===== config.mk =====
export PLATFORM = sky130hd
export DESIGN_NAME = array_pack_buffer
export DESIGN_NICKNAME = d
export VERILOG_FILES = /design/src/rtl/array_pack_buffer_pkg.sv /design/src/rtl/array_pack_buffer_ctrl.sv /design/src/rtl/array_pack_buffer.sv
export SDC_FILE = /design/constraint.sdc
export NUM_CORES = 1
export LEC_CHECK = 0
export ABC_AREA = 1
export BUFFER_PORTS_ARGS = -buffer_cell sky130_fd_sc_hd__buf_4
export CORE_AREA = 2 2 39 41
export CTS_BUF_LIST = sky130_fd_sc_hd__clkbuf_8 sky130_fd_sc_hd__clkbuf_16
export DETAILED_ROUTE_END_ITERATION = 12
export DIE_AREA = 0 0 41 43
export PLACE_DENSITY = 0.52
export SLEW_MARGIN = 20
export SYNTH_ARGS = -nofsm -noshare
export SYNTH_HDL_FRONTEND = slang
export SYNTH_HIERARCHICAL = 1
export SYNTH_SLANG_ARGS = --single-unit
export TNS_END_PERCENT = 10

===== constraint.sdc =====
create_clock -name clk -period 1.26 [get_ports clk]
set_input_delay 0.189 -clock clk [delete_from_list [all_inputs] [get_ports clk]]
set_output_delay 0.189 -clock clk [all_outputs]
set_load 0.05 [all_outputs]

===== src/rtl/array_pack_buffer_pkg.sv =====
// Shared types and sizing helpers for the array pack buffer and its controller.
package array_pkg;

    typedef enum logic {FILL, FULL} pack_state_t;

    localparam int unsigned MAX_DEPTH = 16;

    // Width needed to hold a count of 0..depth inclusive.
    function automatic int unsigned cnt_width(input int unsigned depth);
        return (depth < 1) ? 1 : $clog2(depth + 1);
    endfunction

endpackage


===== src/rtl/array_pack_buffer_ctrl.sv =====
// Frame controller: FILL/FULL state machine and fill counter, producing the
// handshake outputs and the element write strobe/index for the storage array.
module array_pack_ctrl
    import array_pkg::*;
#(
    parameter int unsigned DEPTH = 2,
    parameter int unsigned CW    = cnt_width(DEPTH)
) (
    input  logic          clk,
    input  logic          rst,
    input  logic          clr,
    input  logic          in_valid,
    input  logic          out_ready,
    output logic          in_ready,
    output logic          out_valid,
    output logic          wr_en,
    output logic [CW-1:0] wr_idx,
    output logic [CW-1:0] fill_cnt
);

    localparam logic [CW-1:0] LAST_IDX = CW'(DEPTH - 1);
    localparam logic [CW-1:0] FULL_CNT = CW'(DEPTH);

    pack_state_t   state_q, state_d;
    logic [CW-1:0] cnt_q, cnt_d;
    logic          in_acc;

    always_ff @(posedge clk) begin
        if (rst) begin
            state_q <= FILL;
            cnt_q   <= '0;
        end else begin
            state_q <= state_d;
            cnt_q   <= cnt_d;
        end
    end

    always_comb begin
        state_d   = state_q;
        cnt_d     = cnt_q;
        out_valid = (state_q == FULL);
        in_ready  = !clr && ((state_q == FILL) || out_ready);
        in_acc    = in_valid && in_ready;
        wr_en     = in_acc;
        // A back-to-back sample while FULL always starts the next frame at slot 0.
        wr_idx    = (state_q == FULL) ? '0 : cnt_q;

        if (clr) begin
            state_d = FILL;
            cnt_d   = '0;
        end else begin
            unique case (state_q)
                FILL: begin
                    if (in_acc) begin
                        if (cnt_q == LAST_IDX) begin
                            state_d = FULL;
                            cnt_d   = FULL_CNT;
                        end else begin
                            cnt_d = cnt_q + CW'(1);
                        end
                    end
                end
                FULL: begin
                    if (out_ready) begin
                        if (in_acc) begin
                            state_d = (DEPTH == 1) ? FULL : FILL;
                            cnt_d   = (DEPTH == 1) ? FULL_CNT : CW'(1);
                        end else begin
                            state_d = FILL;
                            cnt_d   = '0;
                        end
                    end
                end
                default: begin
                    state_d = FILL;
                    cnt_d   = '0;
                end
            endcase
        end
    end

    assign fill_cnt = cnt_q;

endmodule


===== src/rtl/array_pack_buffer.sv =====
// Collects DEPTH samples into an unpacked frame and presents it both as an
// array and as a packed vector until downstream accepts it.
module array_pack_buffer
    import array_pkg::*;
#(
    parameter int unsigned WIDTH = 1,
    parameter int unsigned DEPTH = 2
) (
    input  logic                       clk,
    input  logic                       rst,
    input  logic                       clr,
    input  logic                       in_valid,
    output logic                       in_ready,
    input  logic [WIDTH-1:0]           in_data,
    output logic                       out_valid,
    input  logic                       out_ready,
    output logic [WIDTH-1:0]           out_data [DEPTH-1:0],
    output logic [DEPTH*WIDTH-1:0]     out_packed,
    output logic [$clog2(DEPTH+1)-1:0] fill_cnt
);

    localparam int unsigned CW = cnt_width(DEPTH);

    typedef logic [WIDTH-1:0] elem_t;

    elem_t         elem_q [DEPTH];
    elem_t         elem_d [DEPTH];
    logic          wr_en;
    logic [CW-1:0] wr_idx;
    logic [CW-1:0] cnt;

    array_pack_ctrl #(
        .DEPTH (DEPTH),
        .CW    (CW)
    ) u_ctrl (
        .clk       (clk),
        .rst       (rst),
        .clr       (clr),
        .in_valid  (in_valid),
        .out_ready (out_ready),
        .in_ready  (in_ready),
        .out_valid (out_valid),
        .wr_en     (wr_en),
        .wr_idx    (wr_idx),
        .fill_cnt  (cnt)
    );

    always_comb begin
        elem_d = elem_q;
        for (int i = 0; i < int'(DEPTH); i++) begin
            if (wr_en && (wr_idx == CW'(i))) begin
                elem_d[i] = in_data;
            end
        end
    end

    // Storage is wiped on abort as well as reset so a cleared frame reads as zero.
    always_ff @(posedge clk) begin
        if (rst || clr) begin
            elem_q <= '{default: '0};
        end else begin
            elem_q <= elem_d;
        end
    end

    for (genvar gi = 0; gi < DEPTH; gi++) begin : g_out
        assign out_data[gi]                  = elem_q[gi];
        assign out_packed[gi*WIDTH +: WIDTH] = elem_q[gi];
    end

    assign fill_cnt = cnt;

endmodule


==> flow_summary.yaml, run 1 <==
run_status:
  outcome: "finished clean"
floorplan:
  pin_count: 14
  dieArea_mm2: 0.00176
  core-area_mm2: 0.00138
  die_w_um: 41
  start_util: 0.228
  rows: 14
  die_h_um: 43
power_and_ir_drop:
  p_leak_nw: 0.225
  power.density_mw_per_mm2: 1140
  seq_power_share: 0.306
  p_clk_frac: 0.548
  p_int_mw: 0.402
  comb_power_share: 0.147
  power.net_switching_mw: 0.137
  switching_share: 0.254
  ir_drop_mv: 0.497
timing:
  drv_slew: 0
  setup_ws_ns: 0.0789
  rsz0062_at_grt: "no"
  skew_ns: 0.00105
  finalSetupViolCount: 0
  min_period_ns: 1.18
  timing.fmax_ghz: 0.847
  slew_headroom: 0.871
  tightest_slew_ns: 0.193
  hold_viol: 0
  period_share: 0.937
grt:
  grt_pass1_wl_um: 1140
  grt_max_degree: 9
  grt_use_total: 0.100
  overflow: 0
  first_global_vias: 292
  antenna_found_initial: 0
critical_path:
  cpPeakStageDelay_ns: 0.37
  cp-start-kind: "flop"
  critPathKind: "flop to primary output"
  crit_slowest_cell: "dfxtp_2"
  arrival_ns: 0.99
  required_ns: 1.07
  crit_buf_inv: 1
  end_kind: "primary output"
  crit_fanout: 8
  path_cells: "a21oi_4, buf_4"
  critical-path-top-delay-family: "flip-flops"
route:
  antenna_left: 0
  wl_per_cell_um: 8.86
  drt-initial-drc-count: 7
  dr_total_vias: 329
  drtPass1Iterations: 4
  routed_wl_um: 673
  vias_per_cell: 4.33
  drc_errors: 0
yosys:
  netlist_instances: 45
  synth_top_area_share: 0.317
  ys_types: 16
  synth-seq-cells: 5
  syn_area_um2: 315
  synth.avg_cell_area_um2: 7.01
  yosys.area.top_type: "dfxtp_1"
  syn_nets: 52
  ys_seq_area_frac: 0.317
  synth_warnings: 6
  synth_area_leaders: "dfxtp_1 32%, nand3_1 9.5%, inv_1 8.3%"
clock_tree:
  cts_root_buffer: "clkbuf_8"
  cts_resized: 0
  postCtsSetupBuffers: 0
  tritoncts: "built"
  clk_pin_slew_ns: 0.04
  clock_path_buffers: 2
  htreeDepth: 1
  clkSinkCount: 5
  insertion_delay_ns: 0.22
  ctsHoldBuffers: 0
  cts_inserted_buffers: 3
finish:
  drive_gt1_frac: 0.367
  diodes: 0
  nets: 68
  finalNonFillerCells: 76
  final_core_util: 0.341
  syn2layout_area_growth_pct: 49.6
placed_design:
  gp_congestion: 0.693
  place_ws_ns: 0.227
  numPlacedInstances: 72
  io_buffers: 13
  dpl.hpwl_um: 523
min_path:
  hp-class: "input port to flop"
job:
  max_cap_viol_count: 0
==> cell usage after synthesis <==
| cell | instances |
|---|---|
| inv_1 | 7 |
| nor2_1 | 7 |
| nand3_1 | 6 |
| dfxtp_1 | 5 |
| nand2_1 | 5 |
| a21oi_1 | 4 |
| buf_4 | 2 |
| a21oi_2 | 1 |
| and3_1 | 1 |
| ha_1 | 1 |
| inv_2 | 1 |
| nand3_2 | 1 |
| nand4_1 | 1 |
| nor2_8 | 1 |
| o21ai_0 | 1 |
| or2_2 | 1 |
==> per-layer routing <==
metal  vias up  routed length [um]  GRT usage
met1       143                 297      0.115
met3         0                  72     0.0785
met5         -                   0          0
met4         0                   0     0.0400
li1        172                   -          -
met2        14                 303      0.134
==> placed cells by master, fill, tap and decap left out <==
master / n
ha_1: 1
nand2_1: 5
buf_4: 13
inv_2: 1
o21ai_0: 1
a21oi_1: 4
nor2_8: 1
a21oi_4: 1
or2_2: 1
dfxtp_1: 4
nand3_2: 1
nand4_1: 1
nor2_1: 7
inv_1: 8
nand3_1: 6
dfxtp_2: 1
and3_1: 1
clkbuf_8: 3
==> worst min-delay path, stage by stage <==
cell and delay (ns):
buf_4 0.08, nor2_1 0.03, nor2_1 0.08
==> cell type report <==
cell class                 count  area [um^2]
timing repair buffer          13         97.6
clock buffer                   3         41.3
inverter                       8         30.0
clock inverter                 1         3.75
sequential                     5          101
fill                         148          912
tap                           16         20.0
multi-input combinational     30          178
==> registers in the layout (all words and copies together), names as in the netlist <==
name,count
out_data,2
u_ctrl/fill_cnt,2
u_ctrl/out_valid,1
==> stage by stage <==
step	power (mW)	instance area, um^2	setup TNS (ns)	hold WS (ns)
global placement	0.247	427	0	0.428
global route	0.569	472	0	0.223
CTS	0.552	472	0	0.195
finish	0.539	472	0	0.198
detailed placement	0.246	427	0	0.431
floorplan	0.215	324	-0.189	0.323
==> final timing paths <==
| check | from | to | slack (ns) | depth (start not counted) |
|---|---|---|---|---|
| max | u_ctrl/out_valid$_SDFF_PP0_ | in_ready | 0.08 | 2 |
| max reg2reg | u_ctrl/fill_cnt[1]$_SDFFE_PP0P_ | u_ctrl/fill_cnt[1]$_SDFFE_PP0P_ | 0.21 | 5 |
| min | in_data | out_data[1]$_SDFFE_PP0P_ | 0.20 | 3 |
| min reg2reg | u_ctrl/fill_cnt[1]$_SDFFE_PP0P_ | u_ctrl/fill_cnt[1]$_SDFFE_PP0P_ | 0.50 | 2 |
==> power groups by stage <==
stage / Clock [mW] / Combinational (mW) / Sequential, mW
6_report: 0.295 / 0.0789 / 0.165
5_1_grt: 0.318 / 0.0861 / 0.165
4_1_cts: 0.307 / 0.0798 / 0.165
3_5_place_dp: 0 / 0.0792 / 0.167
3_3_place_gp: 0 / 0.0794 / 0.167
2_1_floorplan: 0 / 0.0388 / 0.176
==> kinds of logic after synthesis <==
kind of cell,Yosys count,share of synthesized area
flops,5,0.317
simple gates,23,0.393
compound gates,6,0.107
fa+ha+maj,1,0.0397
buf+inv,10,0.143
Note: power is estimated with default switching activity, not from simulation.
==> run 2: changes to the inputs <==
--- a/config.mk
+++ b/config.mk
@@ -11,7 +11,7 @@
 export CTS_BUF_LIST = sky130_fd_sc_hd__clkbuf_8 sky130_fd_sc_hd__clkbuf_16
 export DETAILED_ROUTE_END_ITERATION = 12
 export DIE_AREA = 0 0 41 43
-export PLACE_DENSITY = 0.52
+export PLACE_DENSITY = 0.46
 export SLEW_MARGIN = 20
 export SYNTH_ARGS = -nofsm -noshare
 export SYNTH_HDL_FRONTEND = slang
==> run 2 against run 1 <==
Critical path depth is the same. Clock-buffer cell count stayed put. Global-route usage is 1.7 points lower. Worst setup slack gained 0.027 ns. Via count shrank 3.6%. Die area stayed put. Largest cell class unchanged. Highest routed layer unchanged. Total power fell by 2.0%. Clock skew up 0.0030 ns.
==> flow_summary.yaml, run 2 (same netlist as run 1, synthesis figures left out) <==
critical_path:
  crit_slowest_cell: "dfxtp_2"
  cpPeakStageDelay_ns: 0.36
  path_cells: "a21oi_4, buf_4"
  crit_fanout: 8
  critPathKind: "flop to primary output"
  end_kind: "primary output"
  arrival_ns: 0.97
  required_ns: 1.07
  cp-start-kind: "flop"
run_status:
  outcome: "finished clean"
grt:
  grt_max_degree: 9
  overflow: 0
  grt_use_total: 0.0833
  antenna_found_initial: 0
  first_global_vias: 264
  grt_pass1_wl_um: 966
timing:
  setup_ws_ns: 0.105
  slew_headroom: 0.884
  period_share: 0.916
  finalSetupViolCount: 0
  hold_viol: 0
  timing.fmax_ghz: 0.866
  drv_slew: 0
  tightest_slew_ns: 0.174
  rsz0062_at_grt: "no"
  skew_ns: 0.00410
  min_period_ns: 1.15
clock_tree:
  cts_resized: 0
  htreeDepth: 1
  insertion_delay_ns: 0.22
  clkSinkCount: 5
  cts_inserted_buffers: 3
  ctsHoldBuffers: 0
  tritoncts: "built"
  cts_root_buffer: "clkbuf_8"
  postCtsSetupBuffers: 0
  clk_pin_slew_ns: 0.04
  clock_path_buffers: 2
route:
  wl_per_cell_um: 8.47
  dr_total_vias: 317
  vias_per_cell: 4.17
  drt-initial-drc-count: 7
  routed_wl_um: 644
  drtPass1Iterations: 3
  drc_errors: 0
  antenna_left: 0
finish:
  nets: 68
  syn2layout_area_growth_pct: 49.6
  diodes: 0
  mostFrequentLayoutCell: "buf_4"
  final_core_util: 0.341
  drive_gt1_frac: 0.367
  layout_common_cells: "13 x buf_4, 8 x inv_1, 7 x nor2_1, 6 x nand3_1, 5 x nand2_1"
placed_design:
  place_ws_ns: 0.216
  dpl.hpwl_um: 565
  io_buffers: 13
  gp_congestion: 0.667
floorplan:
  die_h_um: 43
  start_util: 0.228
  rows: 14
  die_w_um: 41
  core-area_mm2: 0.00138
  pin_count: 14
  dieArea_mm2: 0.00176
job:
  max_cap_viol_count: 0
power_and_ir_drop:
  p_leak_nw: 0.225
  power.density_mw_per_mm2: 1120
  ir_drop_mv: 0.632
min_path:
  hp-class: "input port to flop"
## run 2: cell counts in the layout (fill, tap and decap cells not counted)
Identical to the previous run, type by type.
## run 2: critical path: cells and delay by family (launching register included)
kind                   cells  cell delay (ns)
buffers and inverters      1             0.21
DFF                        1             0.36
AOI/OAI and AO/OA          1             0.17
## run 2: cell type report
type	count	area, um^2
Fill cell	164	912
Multi-Input combinational cell	30	178
Sequential cell	5	101
Timing Repair Buffer	13	97.6
Clock buffer	3	41.3
Inverter	8	30.0
Tap cell	16	20.0
Clock inverter	1	3.75
## run 2: path summary, 6_finish.rpt
check | slack (ns) | to | start | depth (start not counted)
max | 0.11 | in_ready | u_ctrl/out_valid$_SDFF_PP0_ | 2
min | 0.21 | out_data[1]$_SDFFE_PP0P_ | in_data | 3
max reg2reg | 0.23 | u_ctrl/fill_cnt[0]$_SDFFE_PP0P_ | u_ctrl/fill_cnt[1]$_SDFFE_PP0P_ | 5
min reg2reg | 0.49 | u_ctrl/fill_cnt[1]$_SDFFE_PP0P_ | u_ctrl/fill_cnt[1]$_SDFFE_PP0P_ | 2
## run 2: per-layer routing
layer | wire length, um | track usage | up-vias
met5 | 0 | 0 | -
met4 | 0 | 0.0600 | 0
met3 | 50 | 0.0314 | 0
met2 | 298 | 0.122 | 9
met1 | 296 | 0.0932 | 136
li1 | - | - | 172
## run 2: where the power goes
part           internal [mW]  leakage [nW]  switching [mW]
sequential             0.162        0.0410         0.00273
combinational         0.0305         0.157          0.0481
clock                  0.209        0.0269          0.0756
## run 2: stage by stage
stage	instances	total power, mW	cell area (um^2)	hold WS (ns)	TNS (ns)
finish	76	0.528	472	0.213	0
CTS	76	0.535	472	0.220	0
detailed placement	72	0.246	427	0.446	0
floorplan	45	0.215	324	0.323	-0.189
global placement	72	0.248	427	0.447	0
global route	76	0.556	472	0.228	0
